`config.mk`:
```
export PLATFORM = sky130hd
export DESIGN_NAME = phased_mux
export DESIGN_NICKNAME = d
export VERILOG_FILES = /design/src/rtl/datapath_pkg.sv /design/src/rtl/phase_counter.sv /design/src/rtl/phased_mux.sv
export SDC_FILE = /design/constraint.sdc
export NUM_CORES = 1
export LEC_CHECK = 0
export ABC_AREA = 0
export BUFFER_PORTS_ARGS = -buffer_cell sky130_fd_sc_hd__buf_2
export CORE_AREA = 2 2 69 87
export DETAILED_ROUTE_END_ITERATION = 12
export DIE_AREA = 0 0 71 89
export GPL_ROUTABILITY_DRIVEN = 0
export HOLD_SLACK_MARGIN = 0.15
export SLEW_MARGIN = 20
export SYNTH_ARGS = -nofsm -noshare
export SYNTH_HDL_FRONTEND = slang
export SYNTH_SLANG_ARGS = --single-unit
```
`constraint.sdc`:
```
create_clock -name clock -period 2.8 [get_ports clock]
set_input_delay 0.14 -clock clock [delete_from_list [all_inputs] [get_ports clock]]
set_output_delay 0.14 -clock clock [all_outputs]
set_load 0.03 [all_outputs]
```
`src/rtl/datapath_pkg.sv`:
```
// -----------------------------------------------------------------------------
// datapath_pkg
// Shared constants for the multi-cycle datapath: the instruction period, the
// named phases at which the phase-latched registers load, and a clog2 helper
// that never returns less than one bit (used to size select/phase ports).
// No ports.
// -----------------------------------------------------------------------------
package datapath_pkg;

   // Cycles per instruction period for the whole datapath.
   localparam int DP_PERIOD = 32'd10;

   // Latch points within the instruction period.
   localparam int PH_MEM_DATA   = 32'd4;
   localparam int PH_FETCH_ADDR = 32'd8;
   localparam int PH_PC_UPDATE  = 32'd9;

   // $clog2 clamped to a minimum of one bit so a 1-entry range still gets a port.
   function automatic int clog2_min1(input int value);
      int bits;
      bits = $clog2(value);
      if (bits < 32'd1) begin
         return 32'd1;
      end else begin
         return bits;
      end
   endfunction

endpackage

```
`src/rtl/phase_counter.sv`:
```
// -----------------------------------------------------------------------------
// phase_counter
// Modulo-PERIOD phase counter shared by every phase-latched register of the
// datapath. Flags the edge on which the owning register must load.
// Ports:
//   clock     in   rising-edge clock
//   reset     in   asynchronous active-low reset (phase -> 0)
//   stall     in   freeze the counter
//   resync    in   force phase to LATCH_PHASE and request a load (beats stall)
//   phase     out  registered phase value
//   load_now  out  combinational: the coming rising edge is a load edge
// -----------------------------------------------------------------------------
module phase_counter
   import datapath_pkg::*;
#(
   parameter int PERIOD      = DP_PERIOD,
   parameter int LATCH_PHASE = PH_FETCH_ADDR,
   localparam int PH_W       = clog2_min1(PERIOD)
) (
   input  logic            clock,
   input  logic            reset,
   input  logic            stall,
   input  logic            resync,
   output logic [PH_W-1:0] phase,
   output logic            load_now
);

   localparam logic [PH_W-1:0] PH_LAST  = PH_W'(PERIOD - 32'd1);
   localparam logic [PH_W-1:0] PH_LATCH = PH_W'(LATCH_PHASE);
   // A natural load happens on the edge that moves the counter onto
   // LATCH_PHASE, so the current phase is one behind it (wrapping for 0).
   localparam logic [PH_W-1:0] PH_PRE   =
      PH_W'((LATCH_PHASE == 32'd0) ? (PERIOD - 32'd1) : (LATCH_PHASE - 32'd1));

   generate
      if (PERIOD < 32'd2) begin : g_bad_period
         $error("phase_counter: PERIOD must be >= 2");
      end
      if ((LATCH_PHASE < 32'd0) || (LATCH_PHASE >= PERIOD)) begin : g_bad_latch
         $error("phase_counter: LATCH_PHASE must be in 0 .. PERIOD-1");
      end
   endgenerate

   logic [PH_W-1:0] r_phase;
   logic [PH_W-1:0] w_phase_next;
   logic            w_load_now;

   // Next-phase and load-edge decode: resync > stall > normal counting.
   always_comb begin
      w_phase_next = r_phase;
      w_load_now   = 1'b0;
      if (resync) begin
         w_phase_next = PH_LATCH;
         w_load_now   = 1'b1;
      end else if (stall) begin
         w_phase_next = r_phase;
         w_load_now   = 1'b0;
      end else begin
         if (r_phase == PH_LAST) begin
            w_phase_next = {PH_W{1'b0}};
         end else begin
            w_phase_next = r_phase + PH_W'(1'b1);
         end
         w_load_now = (r_phase == PH_PRE);
      end
   end

   // Phase register.
   always_ff @(posedge clock or negedge reset) begin
      if (!reset) begin
         r_phase <= {PH_W{1'b0}};
      end else begin
         r_phase <= w_phase_next;
      end
   end

   assign phase    = r_phase;
   assign load_now = w_load_now;

endmodule

```
`src/rtl/phased_mux.sv`:
```
// -----------------------------------------------------------------------------
// phased_mux
// N-way registered multiplexer that updates its output only on the load edge
// of each instruction period (one programmable phase), with stall, resync,
// a one-cycle load strobe and an illegal-select flag.
// Ports:
//   clock        in   rising-edge clock
//   reset        in   asynchronous active-low reset
//   stall        in   freeze phase and output
//   resync       in   immediate load, phase realigned to LATCH_PHASE
//   sel          in   input select, sampled on load edges only
//   data_in      in   flattened inputs, input i at [i*WIDTH +: WIDTH]
//   data_out     out  registered selected data
//   phase        out  current phase counter value
//   load_strobe  out  high for the cycle after a load edge
//   sel_err      out  high for the cycle after a load edge with sel >= NUM_INPUTS
// -----------------------------------------------------------------------------
module phased_mux
   import datapath_pkg::*;
#(
   parameter int               WIDTH       = 32'd32,
   parameter int               NUM_INPUTS  = 32'd2,
   parameter int               PERIOD      = DP_PERIOD,
   parameter int               LATCH_PHASE = PH_FETCH_ADDR,
   parameter logic [WIDTH-1:0] RESET_VALUE = {WIDTH{1'b0}},
   localparam int              SEL_W       = clog2_min1(NUM_INPUTS),
   localparam int              PH_W        = clog2_min1(PERIOD)
) (
   input  logic                        clock,
   input  logic                        reset,
   input  logic                        stall,
   input  logic                        resync,
   input  logic [SEL_W-1:0]            sel,
   input  logic [NUM_INPUTS*WIDTH-1:0] data_in,
   output logic [WIDTH-1:0]            data_out,
   output logic [PH_W-1:0]             phase,
   output logic                        load_strobe,
   output logic                        sel_err
);

   generate
      if (NUM_INPUTS < 32'd2) begin : g_bad_inputs
         $error("phased_mux: NUM_INPUTS must be >= 2");
      end
      if (PERIOD < 32'd2) begin : g_bad_period
         $error("phased_mux: PERIOD must be >= 2");
      end
      if ((LATCH_PHASE < 32'd0) || (LATCH_PHASE >= PERIOD)) begin : g_bad_latch
         $error("phased_mux: LATCH_PHASE must be in 0 .. PERIOD-1");
      end
   endgenerate

   logic             w_load_now;
   logic [PH_W-1:0]  w_phase;
   logic [WIDTH-1:0] w_inputs [NUM_INPUTS];
   logic             w_sel_ok;
   logic [WIDTH-1:0] w_sel_data;

   logic [WIDTH-1:0] r_data_out;
   logic             r_load_strobe;
   logic             r_sel_err;

   phase_counter #(
      .PERIOD      (PERIOD),
      .LATCH_PHASE (LATCH_PHASE)
   ) u_phase_counter (
      .clock    (clock),
      .reset    (reset),
      .stall    (stall),
      .resync   (resync),
      .phase    (w_phase),
      .load_now (w_load_now)
   );

   genvar g;
   generate
      for (g = 0; g < NUM_INPUTS; g++) begin : g_unpack
         assign w_inputs[g] = data_in[g*WIDTH +: WIDTH];
      end
   endgenerate

   // Select decode; an out-of-range select never indexes the input array.
   always_comb begin
      w_sel_ok   = (32'(sel) < NUM_INPUTS);
      w_sel_data = r_data_out;
      if (w_sel_ok) begin
         w_sel_data = w_inputs[sel];
      end else begin
         w_sel_data = r_data_out;
      end
   end

   // Output hold register with load strobe and illegal-select flag.
   always_ff @(posedge clock or negedge reset) begin
      if (!reset) begin
         r_data_out    <= RESET_VALUE;
         r_load_strobe <= 1'b0;
         r_sel_err     <= 1'b0;
      end else if (w_load_now) begin
         r_load_strobe <= 1'b1;
         if (w_sel_ok) begin
            r_data_out <= w_sel_data;
            r_sel_err  <= 1'b0;
         end else begin
            r_data_out <= r_data_out;
            r_sel_err  <= 1'b1;
         end
      end else begin
         r_data_out    <= r_data_out;
         r_load_strobe <= 1'b0;
         r_sel_err     <= 1'b0;
      end
   end

   assign data_out    = r_data_out;
   assign phase       = w_phase;
   assign load_strobe = r_load_strobe;
   assign sel_err     = r_sel_err;

endmodule

```
# ---- After elaboration in Yosys (flattened, before gate mapping)
# Index checks and enable logic that the tools add are counted.
dict set report op_classes {
  n_addsub 1
  n_lt_le_gt_ge 1
  n_eq_ne 3
  muxes 9
  n_bitwise 1
}
# op n
set ops {}
lappend ops {{2-to-1 mux 32 bit} 3}
lappend ops {{2-to-1 mux 4 bit} 3}
lappend ops {{adder 4 x 1 -> 4 bit, second input constant} 1}
lappend ops {{equality test 4 x 3 -> 1 bit, second input constant} 1}
lappend ops {{equality test 4 bit, second input constant} 1}
lappend ops {{2-to-1 mux 1 bit} 3}
lappend ops {{>= comparator 2 bit, second input constant} 1}
lappend ops {{!= test 2 x 1 -> 1 bit, second input constant} 1}
lappend ops {{inverter 1 -> 2 bit} 1}
dict set report totals {
  ff_bits 37
  input_bits 69
  output_inout_bits 38
  word_cells 18
}

# ---- Longest topological paths before layout
# Gate-level depths: netlist of run 1.
dict set report logic_depth {
  depth_word 4
  ltp_mapped 5
  ltp_nobuf 5
}

# ---- By module
# From an unflattened synthesis of run 1, not the netlist that was laid out.
dict set report unflattened {
  cells_unflattened 167
  area_unflattened_um2 1784.2
}
# module n_inst cells_each area_each_um2
set by_module_without_submodules {}
lappend by_module_without_submodules {phased_mux 1 142 1542.7}
lappend by_module_without_submodules {phase_counter 1 25 241.5}

# ---- Worst setup path after synthesis of run 1
# Ideal clock, no wire load.
dict set report synth_path {
  path_type {register to register}
  start {reg u_phase_counter.r_phase[0], in the netlist u_phase_counter.phase[0]}
  end {reg r_data_out[0], in the netlist data_out[0]}
  setup_ns 0.125
  arrival_time_ns 1.694
  t_required_ns 2.675
  slack_ns 0.982
  path_stages_with_launch 6
  period_less_slack_ns 1.818
  path_cell_list {dfrtp_1 ha_1 nor4bb_2 nor2_2 buf_6 mux2_2}
}
dict set report synth_via {
  elab_chain_len 3
}
# item line
set synth_lines {}
lappend synth_lines {{start: declaration} phase_counter.sv:44} ;# logic [PH_W-1:0] r_phase;
lappend synth_lines {{start signal: assignment} phase_counter.sv:71} ;# r_phase <= {PH_W{1'b0}};
lappend synth_lines {{start signal: assignment} phase_counter.sv:73} ;# r_phase <= w_phase_next;
lappend synth_lines {{equality test 4 x 3 -> 1 bit} phase_counter.sv:64} ;# w_load_now = (r_phase == PH_PRE);
lappend synth_lines {{2-to-1 mux 1 bit} phase_counter.sv:55} ;# end else if (stall) begin
lappend synth_lines {{2-to-1 mux 1 bit} phase_counter.sv:52} ;# if (resync) begin
lappend synth_lines {{end signal: assignment} phased_mux.sv:102} ;# r_data_out <= w_sel_data;
lappend synth_lines {{end signal: assignment} phased_mux.sv:105} ;# r_data_out <= r_data_out;
lappend synth_lines {{end signal: assignment} phased_mux.sv:109} ;# r_data_out <= r_data_out;
lappend synth_lines {{end: declaration} phased_mux.sv:59} ;# logic [WIDTH-1:0] r_data_out;
# Every way passes these cells.
# A chain may end at the register's enable or synchronous reset.

# ---- Worst setup path in the final report of run 1
dict set report layout_path {
  start {reg u_phase_counter.r_phase[0], in the netlist u_phase_counter.phase[0]}
  end {reg r_data_out[27], in the netlist data_out[27]}
}
# The elaborated chain is that of the path after synthesis.

==> out/summary.txt, run 1 <==
status: complete, no violations
# IOs: 107
DP HPWL: 3.05 mm
reg2reg start: u_phase_counter.phase[0]
Final period util: 64.3%
Maximum Capacitance Violations: 0
unrepaired setup endpoints after global routing: no
Multi-input gate area: 868 um^2
Setup CP Type: flip-flop to flip-flop
DR pass1 iterations: 4
HP Class: primary input to flip-flop
actual slew at the worst max-slew pin: 0.803 ns
WP data required: 2.97 ns
Initial Util: 34.2%
Worst VDD drop: 0.213 mV
clock-pin slew on the worst setup and hold paths: 0.07 ns
Inserted Clock Buffers: 5
distinct cell type count after synthesis: 20
Worst-Skew Late Latency: 0.28 ns
final instance area: 2520 um^2
Power per Cell Area: 541 nW/um^2
Die H: 89 um
Final Hold Viols: 0
die area: 6320 um^2
sequential fraction of the synthesis area: 49.7%
Lkg Pwr: 1.22 nW
Max Slew Vio Count: 0
DP Area: 2410 um^2
Synth area leader: dfrtp_1
worst reg2reg setup slack: 1.00 ns
crit path capture: data_out[27]
Mapped Cells: 132
WP data arrival: 1.97 ns
Setup crit start: u_phase_counter.phase[0]
root buffer cell: clkbuf_8
gr usage total: 12.5%
clk sinks: 37
Worst setup SP type: flip-flop
max_slew headroom: 46.5%
Synth Cell Area: 1860 um^2
Sum Neg Setup Slack: 0 ns
initial antenna violation count: 0
Worst Setup End Kind: flip-flop
share of the synthesized area in the top cell type: 49.7%
Die Width: 71 um
Yosys warnings: 0
largest net degree at the start of global routing: 38
CTS tree: yes
first-pass GRT wire length: 6.06 mm
Fin Clk Skew: 0.00544 ns
number of fill cells in the layout: 527
routed wire length: 3.98 mm
clk buf depth: 2
fraction of layout cells with a size suffix above 1: 74.6%
CORE AREA: 5440 um^2
Post-DRT Antenna Nets: 0
routed vias/inst: 4.64
r2r endpoint: data_out[27]
syn avg cell area: 14.1 um^2
drt first-iter violations: 30
crit-path max FO: 33
Vias: 1,410
Routed WL per cell: 13.1 um
post_cts resized: 0
vias in the first global route: 1,381
register area: 926 um^2
synthesized flop and latch total: 37
Worst R2R Path Depth: 5
Layout Nets: 310
port buffer count: 105
Hold Startpoint: stall
Syn Nets: 203
Core Rows: 30
Area growth syn-to-layout: 35.2%
min cycle time layout: 1.80 ns
Post-CTS Repair Setup Buffers: 0
final setup violation count: 0
ANT cells: 0
fmax: 556 MHz
grt ovf: 0
Area contributors post-synth: dfrtp_1, mux2_2, buf_6, ha_1, or3_1
H-tree depth: 2
Residual DRC: 0
==> cells in the final DEF (no fill, tap or decap), types with 2 or more instances in the layout <==
| master | n |
|---|---|
| clkbuf_8 | 5 |
| dfrtp_1 | 37 |
| a21oi_1 | 3 |
| dlygate4sd3_1 | 2 |
| or3_1 | 3 |
| nand2_1 | 4 |
| inv_1 | 2 |
| mux2_2 | 64 |
| clkinv_2 | 2 |
| buf_2 | 105 |
| ha_1 | 2 |
==> routing by layer <==
metal  vias to the layer above  part of all wire, %  track usage [%]
met4                         0                  2.1             5.83
met2                        54                   54             24.7
met5                         -                    0                0
li1                        678                    -                -
met3                         8                  6.8             4.06
met1                       670                   37             11.6
==> what timing repair did <==
item | in CTS | in global routing
endpoints found under the hold margin | 41 | 0
hold buffers | 2 | 0
endpoints found under the setup margin | 0 | 0
==> metrics by stage <==
| step | power [mW] | utilization, % | setup slack (ns) | instances | hold slack, ns |
|---|---|---|---|---|---|
| 6_report | 1.36 | 46.3 | 1.00 | 304 | 0.176 |
| 3_5_place_dp | 1.03 | 44.4 | 0.980 | 294 | 0.281 |
| 3_3_place_gp | 1.03 | 44.4 | 1.03 | 294 | 0.281 |
| 4_1_cts | 1.39 | 46.3 | 0.961 | 304 | 0.163 |
| 2_1_floorplan | 0.891 | - | 0.982 | 132 | -0.156 |
| 5_1_grt | 1.44 | 46.3 | 0.904 | 304 | 0.174 |
==> registers in the layout (all words and copies together) (netlist names) <==
| name | flops |
|---|---|
| data_out | 32 |
| u_phase_counter.phase | 4 |
| load_strobe | 1 |
==> where the power goes <==
part           total [mW]  switching, mW  internal, mW
Combinational       0.391          0.225         0.166
Sequential          0.626         0.0294         0.596
Clock               0.345          0.173         0.172
==> logic make-up after synthesis <==
| kind of cell | synth area share, % |
|---|---|
| flip-flops | 49.7 |
| other | 0.201 |
| AO/OA/AOI/OAI | 1.75 |
| AND/OR/NAND/NOR | 4.03 |
| buffers and inverters | 3.63 |
| adder cells (fa/ha/maj) | 1.34 |
| multiplexers | 39.3 |
==> Yosys cell counts <==
master	instances
nor2_1	1
nand2_1	4
ha_1	2
buf_2	3
clkbuf_1	1
mux2_2	64
or3_1	3
nor2_2	1
and3b_1	1
buf_4	1
nand2b_1	1
dfrtp_1	37
a221o_1	1
mux2_1	1
a21oi_1	3
inv_1	2
o21bai_1	1
buf_6	3
nor4bb_2	1
conb_1	1
==> worst max-delay path, stage by stage, from the launching register on <==
cell	delay [ns]
dfrtp_1	0.43
ha_1	0.23
nor4bb_2	0.17
nor2_2	0.08
buf_4	0.37
mux2_2	0.39
==> how the worst min path moves through the flow <==
stage / to / slack [ns] / cells after the start
2_1_floorplan: data_out[0] / -0.16 / 0
3_3_place_gp: data_out[1] / 0.28 / 1
3_5_place_dp: data_out[1] / 0.28 / 1
4_1_cts: u_phase_counter.phase[1] / 0.16 / 3
5_1_grt: u_phase_counter.phase[0] / 0.17 / 3
6_report: u_phase_counter.phase[1] / 0.18 / 3
==> final cells by class <==
class | count | share of cell area [%]
flip-flops and latches | 37 | 36.8
multi-input cells | 85 | 34.5
repair buffers | 108 | 22.0
well taps | 64 | 3.18
clock buffers | 6 | 2.88
clock inverters | 2 | 0.398
inverters | 2 | 0.298
Power figures use the tool's default switching activity.
==> inputs of run 2 (changes only) <==
--- a/config.mk
+++ b/config.mk
@@ -12,6 +12,7 @@
 export DIE_AREA = 0 0 71 89
 export GPL_ROUTABILITY_DRIVEN = 0
 export HOLD_SLACK_MARGIN = 0.15
+export PLACE_DENSITY = 0.67
 export SLEW_MARGIN = 20
 export SYNTH_ARGS = -nofsm -noshare
 export SYNTH_HDL_FRONTEND = slang
==> constraint.sdc (replaced) <==
create_clock -name clock -period 1.6 [get_ports clock]
set_input_delay 0.08 -clock clock [delete_from_list [all_inputs] [get_ports clock]]
set_output_delay 0.08 -clock clock [all_outputs]
set_load 0.03 [all_outputs]
==> run 2 against run 1 <==
Sequential share of layout area decreased by 2.6 points; non-clock buffer count increased by 12; sequential cell count unchanged; global-route usage increased by 1.7 points; sequential power increased by 76%; die area unchanged; worst hold slack got worse by 0.023 ns; clock power increased by 85%; critical path depth unchanged; largest cell class is now multi-input combinational cells.
==> out/summary.txt, run 2 (synthesis gave the netlist of run 1 again) <==
status: complete, no violations
Hold Startpoint: data_in[24]
Final period util: 97.3%
Worst R2R Path Depth: 5
crit-path max FO: 19
most frequent cells in the layout: buf_2, mux2_2, dfrtp_1, mux2_4, buf_4
Setup CP Type: flip-flop to flip-flop
Die H: 89 um
clk buf depth: 2
Post-CTS Repair Setup Buffers: 0
Residual DRC: 0
H-tree depth: 2
WP data arrival: 1.72 ns
Max Slew Vio Count: 0
Layout Nets: 322
Met3 Routed Length: 244 um
unrepaired setup endpoints after global routing: yes
final setup violation count: 0
DR pass1 iterations: 3
Core Util, Final: 49.9%
CTS tree: yes
fraction of layout cells with a size suffix above 1: 75.3%
Vias: 1,460
port buffer count: 105
Power per Cell Area: 916 nW/um^2
number of fill cells in the layout: 497
Maximum Capacitance Violations: 0
slowest CP cell: dfrtp_2
Sum Neg Setup Slack: 0 ns
Worst Hold End: data_out[24]
register area: 928 um^2
Worst VDD drop: 0.545 mV
Final Hold Viols: 0
initial antenna violation count: 0
crit path buf inv count: 1
Min Hold Slack: 0.153 ns
Top delay family on crit path: flip-flops
CORE AREA: 5440 um^2
routed wire length: 4.18 mm
root buffer cell: clkbuf_8
gr usage total: 14.3%
Worst Setup End Kind: flip-flop
Post-DRT Antenna Nets: 0
Lkg Pwr: 1.35 nW
fmax: 642 MHz
Worst setup SP type: flip-flop
# IOs: 107
Routed WL per cell: 13.3 um
most common cell after layout, fill and taps aside: buf_2
die area: 6320 um^2
wl on met1: 1.51 mm
final instance area: 2720 um^2
vias in the first global route: 1,562
clk sinks: 37
largest net degree at the start of global routing: 33
reg2reg start: u_phase_counter.phase[1]
worst reg2reg setup slack: 0.04 ns
DP HPWL: 3.29 mm
Worst-Skew Late Latency: 0.28 ns
WHS Path Cells: 3
WP data required: 1.77 ns
worst path cell trace: ha_2 -> nor4bb_4 -> nor2_4 -> buf_12 -> mux2_2
Area growth syn-to-layout: 46.0%
Core Rows: 30
HP Class: primary input to flip-flop
drt first-iter violations: 25
first-pass GRT wire length: 6.93 mm
grt ovf: 0
Inserted Clock Buffers: 5
clock-pin slew on the worst setup and hold paths: 0.07 ns
routed vias/inst: 4.63
DP Area: 2560 um^2
Fin Clk Skew: 0.00936 ns
min cycle time layout: 1.56 ns
Die Width: 71 um
Multi-input gate area: 937 um^2
met2 WL post-DR: 2.36 mm
max incr delay on CP: 0.40 ns
Final Power: 2.49 mW
max FFs per register: 32
Initial Util: 34.2%
ANT cells: 0
top layer reached by signal wires: met4
r2r endpoint: data_out[16]
[run 2: cell count changes in the layout (fill, tap and decap cells not counted), moves of 2 or more]
cell | before | now
dlygate4sd3_1 | 2 | 6
mux2_2 | 64 | 50
buf_12 | 0 | 2
buf_4 | 1 | 7
dfrtp_1 | 37 | 35
dfrtp_2 | 0 | 2
clkinv_2 | 2 | 0
mux2_4 | 0 | 14
[run 2: worst max-delay path by stage]
stage,from,endpoint,slack (ns),cells after the start
final,u_phase_counter.phase[1],data_out[16],0.04,5
after global routing,u_phase_counter.phase[1],data_out[19],0.0005,5
after CTS,data_in[19],data_out[19],0.02,5
after detailed placement,u_phase_counter.phase[1],data_out[18],0.05,5
after global placement,u_phase_counter.phase[1],data_out[13],0.08,5
after floorplan,u_phase_counter.phase[1],data_out[0],-0.05,5
[run 2: power by group]
part | leakage (nW) | internal (mW) | switching, mW | total [mW]
registers | 0.433 | 1.04 | 0.0512 | 1.10
logic | 0.876 | 0.344 | 0.413 | 0.756
clock network | 0.0443 | 0.341 | 0.296 | 0.637
[run 2: worst reg2reg max path: cells and delay by family (launching register included)]
| family | cells | cell delay [ns] |
|---|---|---|
| AND/OR/NAND/NOR | 2 | 0.31 |
| flip-flops | 1 | 0.40 |
| adder cells (fa/ha/maj) | 1 | 0.19 |
| multiplexers | 1 | 0.35 |
| buffers and inverters | 1 | 0.19 |
[run 2: per-stage QoR]
stage / instances / worst slack [ns]
floorplan: 132 / -0.0482
global placement: 302 / 0.0773
detailed placement: 302 / 0.0456
CTS: 316 / 0.0210
global route: 315 / 0.000461
finish: 315 / 0.0432
[run 2: area by class of cell]
| class | count | area share [%] |
|---|---|---|
| Multi-Input combinational cell | 85 | 34.5 |
| Sequential cell | 37 | 34.2 |
| Timing Repair Buffer | 120 | 25.0 |
| Clock buffer | 7 | 3.18 |
| Tap cell | 64 | 2.95 |
| Inverter | 2 | 0.276 |
[run 2: routing by layer]
layer	GRT usage (%)	vias to the layer above
met5	0	-
li1	-	704
met3	3.72	8
met1	14.6	692
met2	27.7	56
met4	5.49	0
[run 2: timing repair]
item | CTS | global route
gates resized for setup | 0 | 2
hold buffers | 7 | 0
setup endpoints to repair | 0 | 3
hold endpoints to repair | 26 | 0
==> inputs of run 3 (changes only) <==
--- a/config.mk
+++ b/config.mk
@@ -12,7 +12,7 @@
 export DIE_AREA = 0 0 71 89
 export GPL_ROUTABILITY_DRIVEN = 0
 export HOLD_SLACK_MARGIN = 0.15
-export PLACE_DENSITY = 0.67
+export PLACE_DENSITY = 0.78
 export SLEW_MARGIN = 20
 export SYNTH_ARGS = -nofsm -noshare
 export SYNTH_HDL_FRONTEND = slang
==> run 3 against run 2 <==
The run now ends with negative setup slack left; register-to-register slack about the same; routed wire length increased by 13%; utilization increased by 5.1 points; sequential cell count unchanged; fmax decreased by 3.2%; non-clock buffer count increased by 27; die area unchanged; cell count increased by 8.9%; worst hold slack got worse by 0.0057 ns; critical path depth unchanged; combinational power increased by 6.3%; critical path type is now primary input to flip-flop; critical endpoint is now data_out[14]; largest cell class is now non-clock buffers; largest power group unchanged.
==> out/summary.txt, run 3 (synthesis gave the netlist of run 1 again) <==
largest net degree at the start of global routing: 38
root buffer cell: clkbuf_8
Die H: 89 um
routed wire length: 4.71 mm
final setup violation count: 1
Layout Nets: 349
min cycle time layout: 1.61 ns
H-tree depth: 2
Core Rows: 30
worst setup margin: -0.00899 ns
max FFs per register: 32
WP data arrival: 1.79 ns
worst reg2reg setup slack: 0.03 ns
CORE AREA: 5440 um^2
most common cell after layout, fill and taps aside: buf_2
Power per Cell Area: 843 nW/um^2
status: finished, violations left
ANT cells: 0
Worst setup SP type: primary input
Post-DRT Antenna Nets: 0
WP data required: 1.78 ns
gr usage total: 14.6%
DR pass1 iterations: 4
Maximum Capacitance Violations: 0
first-pass GRT wire length: 7.08 mm
Final Hold Viols: 0
vias in the first global route: 1,580
most frequent cells in the layout: buf_2, mux2_2, dlygate4sd3_1, dfrtp_1, mux2_4
failing checks: negative setup slack
HP Class: primary input to flip-flop
grt ovf: 0
Area growth syn-to-layout: 61.0%
drt first-iter violations: 36
max_slew headroom: 46.4%
clk sinks: 37
Vias: 1,580
Worst R2R Path Depth: 5
Initial Util: 34.2%
r2r endpoint: data_out[24]
# IOs: 107
fraction of layout cells with a size suffix above 1: 67.0%
die area: 6320 um^2
initial antenna violation count: 0
Setup crit start: data_in[14]
Fin Clk Skew: 0.00256 ns
reg2reg start: u_phase_counter.phase[1]
Worst Setup End Kind: flip-flop
Worst VDD drop: 0.391 mV
clock-pin slew on the worst setup and hold paths: 0.07 ns
Routed WL per cell: 13.7 um
Post-CTS Repair Setup Buffers: 0
routed vias/inst: 4.61
unrepaired setup endpoints after global routing: yes
Worst-Skew Late Latency: 0.29 ns
actual slew at the worst max-slew pin: 0.804 ns
fmax: 622 MHz
Final period util: 101%
Die Width: 71 um
Sum Neg Setup Slack: -0.00899 ns
crit path capture: data_out[14]
Min Hold Slack: 0.148 ns
clk buf depth: 2
Inserted Clock Buffers: 5
Setup CP Type: primary input to flip-flop
Residual DRC: 0
DP HPWL: 3.06 mm
Max Slew Vio Count: 0
Lkg Pwr: 1.46 nW
CTS tree: yes
crit-path max FO: 1
port buffer count: 105
run 3: cell types whose count changed in the layout (fill, tap and decap cells not counted):
cell,before,now
dlygate4sd3_1,6,36
buf_4,7,3
clkinv_2,0,2
mux2_2,50,52
mux2_4,14,12
buf_12,2,3
clkbuf_8,6,5
run 3: what timing repair did:
action / CTS / global route
endpoints found under the hold margin: 60 / 3
endpoints found under the setup margin: 0 / 11
resized for setup: 0 / 0
hold buffers: 39 / 5
run 3: where the power goes:
part | internal [mW] | total (mW) | switching, mW | leakage, nW
sequential | 1.04 | 1.10 | 0.0565 | 0.433
combinational | 0.386 | 0.804 | 0.418 | 0.983
clock | 0.301 | 0.621 | 0.320 | 0.0450
total | 1.73 | 2.53 | 0.794 | 1.46
run 3: how the worst min path moves through the flow:
stage / cells past startpoint / startpoint / slack (ns) / endpoint
4_1_cts: 3 / data_in[19] / 0.15 / data_out[19]
5_1_grt: 3 / data_in[63] / 0.15 / data_out[31]
3_5_place_dp: 1 / reset / 0.22 / data_out[12]
3_3_place_gp: 1 / reset / 0.21 / data_out[14]
6_report: 3 / data_in[25] / 0.15 / data_out[25]
2_1_floorplan: 0 / reset / -0.22 / data_out[0]
run 3: area by class of cell:
| class | count | area (um^2) |
|---|---|---|
| clock inverter | 2 | 10.0 |
| timing repair buffer | 147 | 968 |
| inverter | 2 | 7.51 |
| multi-input combinational | 85 | 930 |
| sequential | 37 | 928 |
| fill | 460 | 2450 |
| clock buffer | 6 | 72.6 |
| tap | 64 | 80.1 |
run 3: critical path, stage by stage:
cell	delay, ns
dlygate4sd3_1	0.54
buf_2	0.12
mux2_2	0.25
dlygate4sd3_1	0.56
mux2_2	0.26
run 3: per-layer routing:
metal  part of all wire (%)  GRT usage (%)  vias up
li1                       -              -      766
met2                     57           28.8       68
met5                      0              0        -
met1                     34           14.0      740
met3                    7.4           3.83        6
met4                    1.8           6.69        0
run 3: metrics by stage:
step	cells	setup WS [ns]	util, %	total power, mW	area [um^2]
after detailed placement	299	0.0316	46.9	1.86	2550
after global placement	299	0.0684	46.9	1.84	2550
after CTS	346	0.0104	55.6	2.58	3030
final	343	-0.00899	55.1	2.53	3000
after global routing	343	-0.00372	55.1	2.67	3000
after floorplan	132	-0.0482	-	1.59	1930
